===== config.mk =====
export PLATFORM = sky130hd
export DESIGN_NAME = multicycle_ctrl
export DESIGN_NICKNAME = d
export VERILOG_FILES = /design/src/rtl/multicycle_ctrl_pkg.sv /design/src/rtl/mc_ctrl_out.sv /design/src/rtl/multicycle_ctrl.sv
export SDC_FILE = /design/constraint.sdc
export NUM_CORES = 1
export LEC_CHECK = 0
export CAP_MARGIN = 20
export CORE_MARGIN = 10
export CORE_UTILIZATION = 37
export DETAILED_ROUTE_END_ITERATION = 8
export PLACE_DENSITY = 0.78
export SYNTH_ARGS = -nofsm -noshare
export SYNTH_HDL_FRONTEND = slang
export SYNTH_SLANG_ARGS = --single-unit

===== constraint.sdc =====
create_clock -name clk -period 2.1 [get_ports clk]
set_clock_uncertainty 0.15 [all_clocks]
set_input_delay 0.42 -clock clk [delete_from_list [all_inputs] [get_ports clk]]
set_output_delay 0.42 -clock clk [all_outputs]
set_load 0.005 [all_outputs]

===== src/rtl/multicycle_ctrl_pkg.sv =====
// Shared definitions for the multicycle controller: state encoding, opcodes and
// the datapath select encodings used by both the controller and the datapath.
package multicycle_ctrl_pkg;

    typedef enum logic [3:0] {
        StFetch   = 4'd0,
        StDecode  = 4'd1,
        StMemAddr = 4'd2,
        StMemRd   = 4'd3,
        StMemWb   = 4'd4,
        StMemWr   = 4'd5,
        StRExec   = 4'd6,
        StRWb     = 4'd7,
        StBranch  = 4'd8,
        StJump    = 4'd9,
        StIExec   = 4'd10,
        StIWb     = 4'd11,
        StTrap    = 4'd12
    } state_e;

    // Instruction opcodes, bits [31:26]
    localparam logic [5:0] OpRType = 6'b000000;
    localparam logic [5:0] OpAddi  = 6'b001000;
    localparam logic [5:0] OpLw    = 6'b100011;
    localparam logic [5:0] OpSw    = 6'b101011;
    localparam logic [5:0] OpBeq   = 6'b000100;
    localparam logic [5:0] OpJ     = 6'b000010;

    // ALU operand B select
    localparam logic [1:0] SrcBReg    = 2'b00;
    localparam logic [1:0] SrcBFour   = 2'b01;
    localparam logic [1:0] SrcBImm    = 2'b10;
    localparam logic [1:0] SrcBImmSh2 = 2'b11;

    // ALU operation
    localparam logic [1:0] AluAdd   = 2'b00;
    localparam logic [1:0] AluSub   = 2'b01;
    localparam logic [1:0] AluFunct = 2'b10;

    // Next-PC source
    localparam logic [1:0] PcAluRes = 2'b00;
    localparam logic [1:0] PcAluOut = 2'b01;
    localparam logic [1:0] PcJump   = 2'b10;

    // ALU operand A select
    localparam logic SrcAPc  = 1'b0;
    localparam logic SrcAReg = 1'b1;

    // First state after DECODE for a given opcode; unknown opcodes trap.
    function automatic state_e decode_next(input logic [5:0] op);
        state_e st;
        case (op)
            OpRType:    st = StRExec;
            OpAddi:     st = StIExec;
            OpLw, OpSw: st = StMemAddr;
            OpBeq:      st = StBranch;
            OpJ:        st = StJump;
            default:    st = StTrap;
        endcase
        return st;
    endfunction

endpackage


===== src/rtl/mc_ctrl_out.sv =====
// Moore output decoder: maps the current state (plus mem_ready/zero for the few
// strobes allowed to depend on them) to the datapath control signals.
module mc_ctrl_out
    import multicycle_ctrl_pkg::*;
(
    input  state_e     state_i,
    input  logic       mem_ready_i,
    input  logic       zero_i,
    output logic       pc_write_o,
    output logic       ir_write_o,
    output logic       i_or_d_o,
    output logic       mem_read_o,
    output logic       mem_write_o,
    output logic       reg_write_o,
    output logic       reg_dst_o,
    output logic       mem_to_reg_o,
    output logic       alu_src_a_o,
    output logic [1:0] alu_src_b_o,
    output logic [1:0] alu_op_o,
    output logic [1:0] pc_src_o,
    output logic       done_o,
    output logic       illegal_o
);

    // Per-state control decode; everything not named for a state stays 0
    always_comb begin
        pc_write_o   = 1'b0;
        ir_write_o   = 1'b0;
        i_or_d_o     = 1'b0;
        mem_read_o   = 1'b0;
        mem_write_o  = 1'b0;
        reg_write_o  = 1'b0;
        reg_dst_o    = 1'b0;
        mem_to_reg_o = 1'b0;
        alu_src_a_o  = SrcAPc;
        alu_src_b_o  = SrcBReg;
        alu_op_o     = AluAdd;
        pc_src_o     = PcAluRes;
        done_o       = 1'b0;
        illegal_o    = 1'b0;
        case (state_i)
            StFetch: begin
                mem_read_o  = 1'b1;
                alu_src_b_o = SrcBFour;
                ir_write_o  = mem_ready_i;
                pc_write_o  = mem_ready_i;
            end
            StDecode: begin
                // Branch target precomputed while the opcode is decoded
                alu_src_b_o = SrcBImmSh2;
            end
            StMemAddr, StIExec: begin
                alu_src_a_o = SrcAReg;
                alu_src_b_o = SrcBImm;
            end
            StMemRd: begin
                mem_read_o = 1'b1;
                i_or_d_o   = 1'b1;
            end
            StMemWb: begin
                reg_write_o  = 1'b1;
                mem_to_reg_o = 1'b1;
                done_o       = 1'b1;
            end
            StMemWr: begin
                mem_write_o = 1'b1;
                i_or_d_o    = 1'b1;
                done_o      = mem_ready_i;
            end
            StRExec: begin
                alu_src_a_o = SrcAReg;
                alu_op_o    = AluFunct;
            end
            StRWb: begin
                reg_write_o = 1'b1;
                reg_dst_o   = 1'b1;
                done_o      = 1'b1;
            end
            StBranch: begin
                alu_src_a_o = SrcAReg;
                alu_op_o    = AluSub;
                pc_src_o    = PcAluOut;
                pc_write_o  = zero_i;
                done_o      = 1'b1;
            end
            StJump: begin
                pc_src_o   = PcJump;
                pc_write_o = 1'b1;
                done_o     = 1'b1;
            end
            StIWb: begin
                reg_write_o = 1'b1;
                done_o      = 1'b1;
            end
            StTrap: begin
                illegal_o = 1'b1;
            end
            default: ;
        endcase
    end

endmodule


===== src/rtl/multicycle_ctrl.sv =====
// Multicycle CPU controller: state register and next-state logic, with the
// output decode delegated to mc_ctrl_out. Strobes are masked while rst is high.
module multicycle_ctrl
    import multicycle_ctrl_pkg::*;
(
    input  logic       clk,
    input  logic       rst,
    input  logic [5:0] opcode,
    input  logic       zero,
    input  logic       mem_ready,
    output logic       pc_write,
    output logic       ir_write,
    output logic       i_or_d,
    output logic       mem_read,
    output logic       mem_write,
    output logic       reg_write,
    output logic       reg_dst,
    output logic       mem_to_reg,
    output logic       alu_src_a,
    output logic [1:0] alu_src_b,
    output logic [1:0] alu_op,
    output logic [1:0] pc_src,
    output logic       done,
    output logic       illegal,
    output logic [3:0] state
);

    state_e state_q, state_d;

    logic pc_write_raw, ir_write_raw, mem_read_raw, mem_write_raw;
    logic reg_write_raw, done_raw;

    // State register with synchronous reset to FETCH
    always_ff @(posedge clk) begin
        if (rst) begin
            state_q <= StFetch;
        end else begin
            state_q <= state_d;
        end
    end

    // Next-state logic; opcode is only looked at in DECODE and MEM_ADDR
    always_comb begin
        state_d = state_q;
        case (state_q)
            StFetch:   if (mem_ready) state_d = StDecode;
            StDecode:  state_d = decode_next(opcode);
            StMemAddr: state_d = (opcode == OpLw) ? StMemRd : StMemWr;
            StMemRd:   if (mem_ready) state_d = StMemWb;
            StMemWr:   if (mem_ready) state_d = StFetch;
            StRExec:   state_d = StRWb;
            StIExec:   state_d = StIWb;
            StMemWb, StRWb, StBranch, StJump, StIWb: state_d = StFetch;
            StTrap:    state_d = StTrap;
            default:   state_d = StFetch;
        endcase
    end

    mc_ctrl_out u_ctrl_out (
        .state_i      (state_q),
        .mem_ready_i  (mem_ready),
        .zero_i       (zero),
        .pc_write_o   (pc_write_raw),
        .ir_write_o   (ir_write_raw),
        .i_or_d_o     (i_or_d),
        .mem_read_o   (mem_read_raw),
        .mem_write_o  (mem_write_raw),
        .reg_write_o  (reg_write_raw),
        .reg_dst_o    (reg_dst),
        .mem_to_reg_o (mem_to_reg),
        .alu_src_a_o  (alu_src_a),
        .alu_src_b_o  (alu_src_b),
        .alu_op_o     (alu_op),
        .pc_src_o     (pc_src),
        .done_o       (done_raw),
        .illegal_o    (illegal)
    );

    // Reset abandons the instruction in the same cycle: no side effects escape
    assign pc_write  = pc_write_raw  & ~rst;
    assign ir_write  = ir_write_raw  & ~rst;
    assign mem_read  = mem_read_raw  & ~rst;
    assign mem_write = mem_write_raw & ~rst;
    assign reg_write = reg_write_raw & ~rst;
    assign done      = done_raw      & ~rst;
    assign state     = state_q;

endmodule

**Word level (Yosys, flattened, before mapping)**

Cells that the tools add are included.

- Equality and inequality tests: 20
- Muxes and demuxes: 20
- Bitwise operators: 7
- Reduce and logical (&&, ||, !) cells: 10

Operator list:

| cell | number |
|---|---|
| $pmux 4 s8 | 1 |
| $eq 4x4->1 const B | 5 |
| $pmux 4 s5 | 1 |
| $eq 4x3->1 const B | 4 |
| $eq 6x6->1 const B | 2 |
| $mux 4 | 3 |
| $mux 1 | 9 |
| $eq 4x2->1 const B | 2 |
| $pmux 2 s2 | 2 |
| $reduce_or 2->1 | 4 |
| $and 1x1->1 | 6 |
| $eq 6x2->1 const B | 1 |
| $eq 6x3->1 const B | 1 |
| $eq 6x4->1 const B | 1 |
| $logic_not 6->1 | 1 |
| $ne 2x2->1 const B | 3 |
| $pmux 2 s3 | 1 |
| $reduce_or 5->1 | 1 |
| $eq 4x1->1 const B | 1 |
| $logic_not 4->1 | 1 |
| $reduce_or 4->1 | 1 |
| $mux 3 | 1 |
| $pmux 1 s3 | 1 |
| $reduce_and 3->1 | 1 |
| other kinds (3) | 3 |

- Bits in registers: 4
- Input port bits: 10
- Output and inout bits: 21
- Logic and storage cells: 58

**Depth between registers and ports, before layout**

Gate-level depths: netlist of the first run.

- Depth in word-level cells: 4
- Gate-level depth with buffers: 6
- Mapped depth without buffers: 5

**Cells and area by module**

From an unflattened synthesis of the first run, not the netlist that was laid out.

- Cells, all modules: 102
- Area total of the unflattened synthesis: 723.2 um2

Modules (own cells, without submodules):

| module | times used | cells an instance | area an instance (um2) | seq. area each (um2) |
|---|---|---|---|---|
| multicycle_ctrl | 1 | 66 | 501.7 | 80.1 |
| mc_ctrl_out | 1 | 36 | 221.5 | 0.0 |

**Worst setup path before layout of the first run**

No wires, ideal clock.

- Kind: input -> output
- From: input rst
- To: output pc_write
- Data arrival time: 1.353 ns
- Required time: 1.530 ns
- Slack: 0.177 ns
- Stages: 5
- Buffers on the path: 1
- Cell sequence: clkbuf_1 > or2_2 > nor3_1 > and3_1 > or2_2

- Word-level cells in the longest chain between the ends: 2

Ends and longest elaborated chain:

| element | RTL line | text |
|---|---|---|
| start: declaration | multicycle_ctrl.sv:7 | `input logic rst,` |
| $not 1->1 | multicycle_ctrl.sv:80 | `assign pc_write = pc_write_raw & ~rst;` |
| $and 1x1->1 | multicycle_ctrl.sv:80 |  |
| end: declaration | multicycle_ctrl.sv:11 | `output logic pc_write,` |

No other way between the ends.

**Worst setup path after layout of the first run**

- From: input opcode[1]
- To: register state_q[2], in the netlist state[2]

- Word-level cells in the longest chain between the ends: 4
- Elaborated cells between the ends (all ways): 10
- Those cells by class: eq/ne: 5; mux: 3; reduce/logical: 2

Ends and longest elaborated chain:

| element | RTL line | text |
|---|---|---|
| start: declaration | multicycle_ctrl.sv:8 | `input logic [5:0] opcode,` |
| $eq 6x6->1 (on tied branches) | multicycle_ctrl_pkg.sv:52, multicycle_ctrl.sv:48 |  |
| $reduce_or 2->1 | multicycle_ctrl_pkg.sv:52 | `case (op)` |
| $pmux 4 s5 | multicycle_ctrl_pkg.sv:52 |  |
| $pmux 4 s8 * | multicycle_ctrl.sv:45 | `case (state_q)` |
| end signal: assignment | multicycle_ctrl.sv:36 | `state_q <= StFetch;` |
| end signal: assignment | multicycle_ctrl.sv:38 | `state_q <= state_d;` |
| end: declaration | multicycle_ctrl.sv:28 | `state_e state_q, state_d;` |

Every way passes the cells marked *; elsewhere a longest branch is shown, timed or not.
A chain may end at the register's enable or synchronous reset.

==> qor.txt, run 1 <==
Min Hold Slack = 0.394 ns
Final #Nets = 153
CTS clk-pin slew, worst paths = 0.04 ns
synth warn = 0
cts hold-fix bufs = 0
critical path capture point type = flip-flop
layout cells sized above 1 = 39.7%
initial core utilization = 40.8%
Fin. Hold Viols = 0
largest net degree at the start of global routing = 16
Yosys top cell area share = 14.5%
Routed Antenna Nets = 0
FILL cells = 78
most frequent cell after synthesis = nor2_1
Slew HR = 74.7%
GR Overflow Total = 0
flop-to-flop setup slack = 0.41 ns
core region area = 1350 um^2
Tot GR Track Use = 14.0%
placed instance area = 1030 um^2
global-route wire length before repair = 3990 um
startpoint types = input pin
Hold Crit Class = input pin to flip-flop
Crit Path Class = input pin to flip-flop
drt wl/cell = 17.3 um
Final HPWL DP = 1790 um
via count = 909
fin crit period = 2.08 ns
Area contributors post-synth = dfxtp_1, nor2_1, nor3_1
Synth top cells by count = nor2_1, nor3_1, a21oi_1
die area = 3430 um^2
setup tns final = 0 ns
Slew Viols, Final = 0
num rows = 13
top cell type by total area after synthesis = dfxtp_1
drt initial violations = 22
EDFF count, synth = 0
post-synthesis sequential area ratio = 14.5%
outcome = complete, no violations
Design Area, Final = 1150 um^2
fmax = 481 MHz
Root Buffer = clkbuf_4
Seq cells post-synth = 4
post-synth cell types = 36
Setup-failing EPs final = 0
initial antenna violation count = 0
CP arrival = 2.05 ns
Clock Latency Late Sink = 0.24 ns
CTS sink cnt = 4
clk buf depth = 2
Die X-Extent = 58.6 um
port bufs = 30
asr flop ratio synth = 0%
Worst Path Max Fanout = 3
Max VDD drop = 0.000292 V
Ports = 31
Most used DFF post-synth = dfxtp_1
Max Cap Viol = 0
Cell Pwr Density = 464 nW/um^2
Vias/cell = 5.83
Worst Tran Pin Value = 0.369 ns
Antenna Diode Count = 0
# DRC = 0
period utilization = 98.9%
Netlist Area Pre-Place = 551 um^2
CTS buffer count = 3
Leakage = 0.000597 uW
mean post-synth cell area = 6.40 um^2
number of global-route vias before repair = 880
area delta synth->final = 109%
CTS tree = built
Pre-antenna DRT Iters = 4
die span in y = 58.6 um
Syn Nets = 96
Routed Wire Length = 2690 um
H-tree Lvls = 1
worst path required time = 2.07 ns
Mapped Cells = 86
gpl congestion = 0.848
final core occ = 85.3%
max FFs per register = 4
-- report_power, final --
group,total (uW),leakage (uW),switching [uW],internal (uW)
registers,102,0.0000347,15.9,86.3
clock network,97.6,0.0000138,33.6,64.0
logic,334,0.000549,154,181
-- through the flow --
stage                     power, uW  std cells  worst slack (ns)
after detailed placement        398        150            -0.533
final                           534        156            0.0228
after CTS                       507        155            -0.115
after floorplan                 221         86             0.177
after global placement          394        150            -0.492
after global routing            565        156          -0.00473
-- timing repair --
action	4_1_cts	5_1_grt
pin swaps	1	3
buffers inserted	2	1
setup endpoints to repair	15	7
cloned	0	0
gates resized for setup	34	17
-- final timing paths --
kind,start,endpoint,cells after the start
setup / recovery,opcode[1],state[2]$_SDFFE_PP0P_,6
hold / removal,rst,state[3]$_SDFFE_PP0P_,3
setup reg to reg,state[3]$_SDFFE_PP0P_,state[0]$_SDFFE_PP0P_,6
hold reg to reg,state[1]$_SDFFE_PP0P_,state[1]$_SDFFE_PP0P_,3
-- critical path, stage by stage --
cell             delay (ns)
clkdlybuf4s50_1        0.45
nor3_1                 0.26
a21oi_1                0.12
or4_1                  0.40
and3_1                 0.18
a211o_1                0.23
-- cell usage in the layout, fill, tap and decap left out, drive strengths merged, types with 2 or more instances in the layout --
master / synthesis / routed
buf: 5 / 32
nor2: 15 / 15
clkdlybuf4s50: 0 / 11
nor3: 11 / 11
dlygate4sd2: 0 / 9
a21oi: 6 / 6
dlymetal6s2s: 0 / 5
clkbuf: 3 / 5
nand2: 4 / 4
dfxtp: 4 / 4
xor2: 3 / 3
and3: 3 / 3
nor2b: 2 / 2
nor4: 2 / 2
or4: 2 / 2
inv: 2 / 2
nor3b: 2 / 2
nand2b: 2 / 2
or2: 2 / 2
a2111oi: 2 / 2
-- metal layers --
metal  vias up  share of wire (%)  track usage (%)
met1       409                 37             14.1
met5         -                  0                0
met2        63                 49             24.4
met4         0                3.6             8.52
li1        426                  -                -
met3        11                 11             4.51
-- cell type report --
type	count	area, um^2	share of cell area [%]
clock buffers	3	22.5	1.96
inverters	2	7.51	0.652
multi-input cells	72	490	42.6
flip-flops and latches	4	87.6	7.61
well taps	15	18.8	1.63
repair buffers	60	524	45.5
-- kinds of logic after synthesis --
family                   count (synthesis)  synth area share [%]
AO/OA/AOI/OAI                           16                  19.5
XOR/XNOR                                 4                  6.36
adder cells (fa/ha/maj)                  1                  1.82
buffers and inverters                   10                  8.18
flip-flops                               4                  14.5
multiplexers                             1                  2.05
AND/OR/NAND/NOR                         50                  47.5
Note: power is estimated with default switching activity, not from simulation.
==> inputs of run 2 (changes only) <==
--- a/config.mk
+++ b/config.mk
@@ -9,7 +9,8 @@
 export CORE_MARGIN = 10
 export CORE_UTILIZATION = 37
 export DETAILED_ROUTE_END_ITERATION = 8
-export PLACE_DENSITY = 0.78
+export HOLD_SLACK_MARGIN = 0.1
+export PLACE_DENSITY = 0.77
 export SYNTH_ARGS = -nofsm -noshare
 export SYNTH_HDL_FRONTEND = slang
 export SYNTH_SLANG_ARGS = --single-unit
==> qor.txt, run 2 (synthesized netlist as in run 1, its figures left out) <==
Max VDD drop = 0.000279 V
cts hold-fix bufs = 0
Clock Latency Late Sink = 0.26 ns
Design Area, Final = 1130 um^2
number of global-route vias before repair = 945
startpoint types = flip-flop
Max Cap Viol = 0
Die X-Extent = 58.6 um
Final #Nets = 154
fmax = 492 MHz
Fin. Hold Viols = 0
layout cells sized above 1 = 38.0%
placed instance area = 1040 um^2
period utilization = 96.7%
num rows = 13
# DRC = 0
Slew HR = 68.9%
drt wl/cell = 17.7 um
global-route wire length before repair = 4630 um
Routed Wire Length = 2780 um
critical path capture point type = output pin
initial core utilization = 40.8%
Setup-failing EPs final = 0
CTS sink cnt = 4
max FFs per register = 4
Pre-antenna DRT Iters = 4
largest net degree at the start of global routing = 14
die span in y = 58.6 um
CP arrival = 1.46 ns
flop-to-flop setup slack = 0.22 ns
port bufs = 30
Reg2Reg Launch Point = state[2]$_SDFFE_PP0P_
Tot GR Track Use = 16.5%
Worst Tran Pin Value = 0.454 ns
RSZ-0062 raised after global routing = false
Ports = 31
Hold Path Sink = state[3]$_SDFFE_PP0P_
reg2reg end = state[2]$_SDFFE_PP0P_
CTS buffer count = 3
Root Buffer = clkbuf_4
worst path required time = 1.53 ns
Vias/cell = 5.85
gpl congestion = 0.938
core region area = 1350 um^2
die area = 3430 um^2
most frequent cells in the layout = buf_4, nor2_1, dlygate4sd2_1
fin crit period = 2.03 ns
post-placement worst setup slack = -0.547 ns
area delta synth->final = 105%
via count = 918
drt initial violations = 24
R2R depth = 8
Antenna Diode Count = 0
max incr delay on CP = 0.32 ns
hold path cells = 2
GR Overflow Total = 0
Final HPWL DP = 1880 um
clk buf depth = 2
Slew Viols, Final = 0
Leakage = 0.000580 uW
Worst Path Max Fanout = 7
Cell Pwr Density = 474 nW/um^2
H-tree Lvls = 1
Hold Startpoint = state[3]$_SDFFE_PP0P_
initial antenna violation count = 0
CTS clk-pin slew, worst paths = 0.04 ns
PnR worst setup slack = 0.0695 ns
Crit Path Class = flip-flop to output pin
most common cell after layout, fill and taps aside = buf_4
slowest CP cell = dfxtp_2
Routed Antenna Nets = 0
CTS tree = built
outcome = complete, no violations
Hold Crit Class = flip-flop to flip-flop
CP Cell Sequence = buf_6 > buf_12 > buf_4 > nand2_1 > nor3b_1 > dlygate4sd2_1
==> run 2: cell types whose count changed in the layout (fill, tap and decap cells not counted), sizes merged <==
cell	previous run	this run
buf	32	33
clkdlybuf4s15	1	2
clkdlybuf4s50	11	10
dlygate4sd2	9	11
dlymetal6s2s	5	3
==> run 2: metal layers <==
| metal | routed length [um] | vias up | part of all wire [%] | track usage, % |
|---|---|---|---|---|
| li1 | - | 423 | - | - |
| met1 | 1060 | 433 | 38 | 16.9 |
| met2 | 1370 | 51 | 49 | 29.4 |
| met3 | 266 | 11 | 9.6 | 5.79 |
| met4 | 78 | 0 | 2.8 | 7.21 |
| met5 | 0 | - | 0 | 0 |
==> run 2: worst max path at each step <==
stage / start / to / slack, ns / cells after the start
2_1_floorplan: rst / pc_write / 0.18 / 5
3_3_place_gp: rst / pc_write / -0.49 / 6
3_5_place_dp: rst / done / -0.55 / 4
4_1_cts: state[3]$_SDFFE_PP0P_ / alu_op[1] / 0.005 / 3
5_1_grt: opcode[0] / state[1]$_SDFFE_PP0P_ / 0.002 / 6
6_report: state[2]$_SDFFE_PP0P_ / alu_src_a / 0.07 / 6
==> run 2: what timing repair did <==
action | 4_1_cts | 5_1_grt
endpoints found under the setup margin | 17 | 14
buffers inserted | 4 | 0
gates resized for setup | 37 | 13
pin swaps | 5 | 3
==> run 2: cell type report <==
cell class                      count  area [um^2]
Timing Repair Buffer               61          531
Multi-Input combinational cell     72          462
Fill cell                          92          221
Sequential cell                     4         85.1
Clock buffer                        3         22.5
Tap cell                           15         18.8
Inverter                            2         10.0
==> run 2: where the power goes <==
part	switching (uW)	leakage [uW]	internal (uW)
registers	17.6	0.0000344	86.0
logic	145	0.000532	171
clock network	49.9	0.0000138	65.2
total	212	0.000580	322
==> run 2: metrics by stage <==
step                      std cells  TNS (ns)  util [%]  hold slack (ns)  power, uW
final                           157         0      83.6            0.472        535
after global routing            157         0      83.6            0.494        569
after CTS                       158         0      82.9            0.463        518
after detailed placement        151     -2.66      77.2            0.478        396
after global placement          151     -2.34      77.2            0.480        388
after floorplan                  86         0         -            0.469        221
==> run 2: worst max-delay path, delay by kind of cell, from the launching register on <==
| family | cells | cell delay [ns] |
|---|---|---|
| buffers and inverters | 4 | 0.65 |
| flip-flops | 1 | 0.32 |
| AND/OR/NAND/NOR | 2 | 0.25 |
==> inputs of run 3 (changes only) <==
--- a/config.mk
+++ b/config.mk
@@ -5,6 +5,7 @@
 export SDC_FILE = /design/constraint.sdc
 export NUM_CORES = 1
 export LEC_CHECK = 0
+export ABC_AREA = 1
 export CAP_MARGIN = 20
 export CORE_MARGIN = 10
 export CORE_UTILIZATION = 37
==> qor.txt, run 3 <==
placed instance area = 958 um^2
CTS tree = built
drt initial violations = 21
Hold Crit Class = input pin to flip-flop
Int Pwr = 404 uW
Slew HR = 83.8%
combinational fraction of design power = 69.2%
via count = 831
Area contributors post-synth = nand2_1, dfxtp_1, nor2_1
global-route wire length before repair = 3680 um
CP Cell Sequence = nor2_4 > inv_2 > nor2_2 > buf_4 > clkdlybuf4s50_1
top cell type by total area after synthesis = nand2_1
most common cell after layout, fill and taps aside = nand2_1
most frequent cell after synthesis = nand2_1
Clock Latency Late Sink = 0.23 ns
Netlist Area Pre-Place = 546 um^2
P_sw = 287 uW
Mapped Cells = 106
Slew Viols, Final = 0
EDFF count, synth = 0
met1 usage = 13.9%
core region area = 1350 um^2
number of global-route vias before repair = 821
Max VDD drop = 0.000540 V
CTS buffer count = 3
startpoint types = flip-flop
Vias/cell = 4.95
Routed Antenna Nets = 0
drt wl/cell = 12.8 um
switching part of the total power = 41.5%
max FFs per register = 4
Inst Count DP = 164
GR Overflow Total = 0
Synth top cells by count = nand2_1, nor2_1, inv_1
RSZ-0062 raised after global routing = true
layout cells sized above 1 = 29.4%
Max Cap Viol = 0
area delta synth->final = 84.4%
num rows = 13
post-route insts no fill = 168
most frequent cells in the layout = nand2_1, nor2_1, clkdlybuf4s50_1
clk buf depth = 2
Flop pwr share = 17.2%
# DRC = 0
Routed Wire Length = 2160 um
initial antenna violation count = 0
Antenna Diode Count = 0
Worst Tran Pin Value = 0.242 ns
Setup-failing EPs final = 0
synth warn = 0
adder-cell share of the synthesized area = 0%
gpl congestion = 0.803
worst path required time = 1.53 ns
flop-to-flop setup slack = 0.70 ns
Most used DFF post-synth = dfxtp_1
Clock power frac = 13.6%
outcome = complete, no violations
met3 usage = 4.72%
fmax = 479 MHz
Fin. Hold Viols = 0
period utilization = 99.5%
mean post-synth cell area = 5.15 um^2
Syn Nets = 116
Pwr Total = 690 uW
largest net degree at the start of global routing = 10
post-synthesis sequential area ratio = 14.7%
critical path capture point type = output pin
CP arrival = 1.52 ns
die area = 3410 um^2
H-tree Lvls = 1
asr flop ratio synth = 0%
Worst Path Max Fanout = 5
Yosys top cell area share = 15.8%
die span in y = 58.4 um
max incr delay on CP = 0.49 ns
GR peak layer = met2
Design Area, Final = 1010 um^2
Post-Synth XOR/XNOR Area = 0%
Pre-antenna DRT Iters = 4
Ports = 31
fin crit period = 2.09 ns
Die X-Extent = 58.4 um
met2 Usage GRT = 22.0%
port bufs = 30
Seq cells post-synth = 4
largest family of logic cells by synthesized area = simple AND/OR/NAND/NOR gates
Synth Area in Simple Gates = 53.4%
initial core utilization = 40.4%
Leakage = 0.000553 uW
Cell Pwr Density = 686 nW/um^2
Final HPWL DP = 1770 um
mux share of post-synthesis cell area = 0%
Root Buffer = clkbuf_4
compound-gate portion of the synthesized area = 16.1%
CTS clk-pin slew, worst paths = 0.04 ns
Final #Nets = 165
CTS sink cnt = 4
Tot GR Track Use = 12.9%
Crit Path Class = flip-flop to output pin
slowest CP cell = clkdlybuf4s50_1
post-synth cell types = 18
## run 3: changes by cell type after synthesis, moves of 5 or more
cell | previous run | this run
nand2_1 | 4 | 23
inv_1 | 2 | 13
nand3_1 | 1 | 10
nor3_1 | 11 | 2
nand2_2 | 0 | 6
nor2_1 | 15 | 21
inv_2 | 0 | 5
## run 3: worst paths after layout
| path | startpoint | to | cells past startpoint |
|---|---|---|---|
| max | state[1]$_SDFFE_PP0P_ | mem_to_reg | 5 |
| min | rst | state[2]$_SDFFE_PP0P_ | 3 |
| max reg2reg | state[0]$_SDFFE_PP0P_ | state[0]$_SDFFE_PP0P_ | 8 |
| min reg2reg | state[0]$_SDFFE_PP0P_ | state[0]$_SDFFE_PP0P_ | 3 |
## run 3: logic make-up after synthesis
kind of cell    after synthesis
simple gates                 66
buf+inv                      21
compound gates               15
flops                         4
## run 3: power by group through the flow
stage                     Clock [uW]  Combinational [uW]  Sequential [uW]
final                           93.9                 477              119
after CTS                       97.1                 471              119
after global placement             0                 471              112
after floorplan                    0                 193              120
after global routing             102                 529              122
after detailed placement           0                 478              113
## run 3: per-stage QoR
step	hold WS (ns)	setup WS, ns	setup TNS (ns)	util, %
after detailed placement	0.483	-0.367	-1.17	71.0
after global placement	0.484	-0.273	-0.967	71.0
after global routing	0.537	-0.0368	-0.0517	74.5
after CTS	0.497	0.00136	0	74.5
final	0.512	0.0107	0	74.5
after floorplan	0.418	0.511	0	-
## run 3: layout make-up
cell class                 count  area, um^2
inverter                      20        75.1
multi-input combinational     81         399
tap                           15        18.8
timing repair buffer          45         400
sequential                     4        90.1
fill                         107         344
clock buffer                   3        22.5
## run 3: critical path: cells and delay by family (launching register included)
family / cells / cell delay, ns
buffers and inverters: 3 / 0.68
flip-flops: 1 / 0.36
AND/OR/NAND/NOR: 2 / 0.25
## run 3: timing repair
action / CTS / global route
pin swaps: 3 / 2
cloned: 0 / 0
setup buffers: 1 / 0
hold buffers: 0 / 0
setup endpoints to repair: 14 / 6
gates resized for setup: 26 / 3
## run 3: per-layer routing
layer | share of wire (%) | wire [um]
met5 | 0 | 0
met2 | 50 | 1080
met3 | 11 | 230
met1 | 38 | 825
met4 | 1.1 | 23
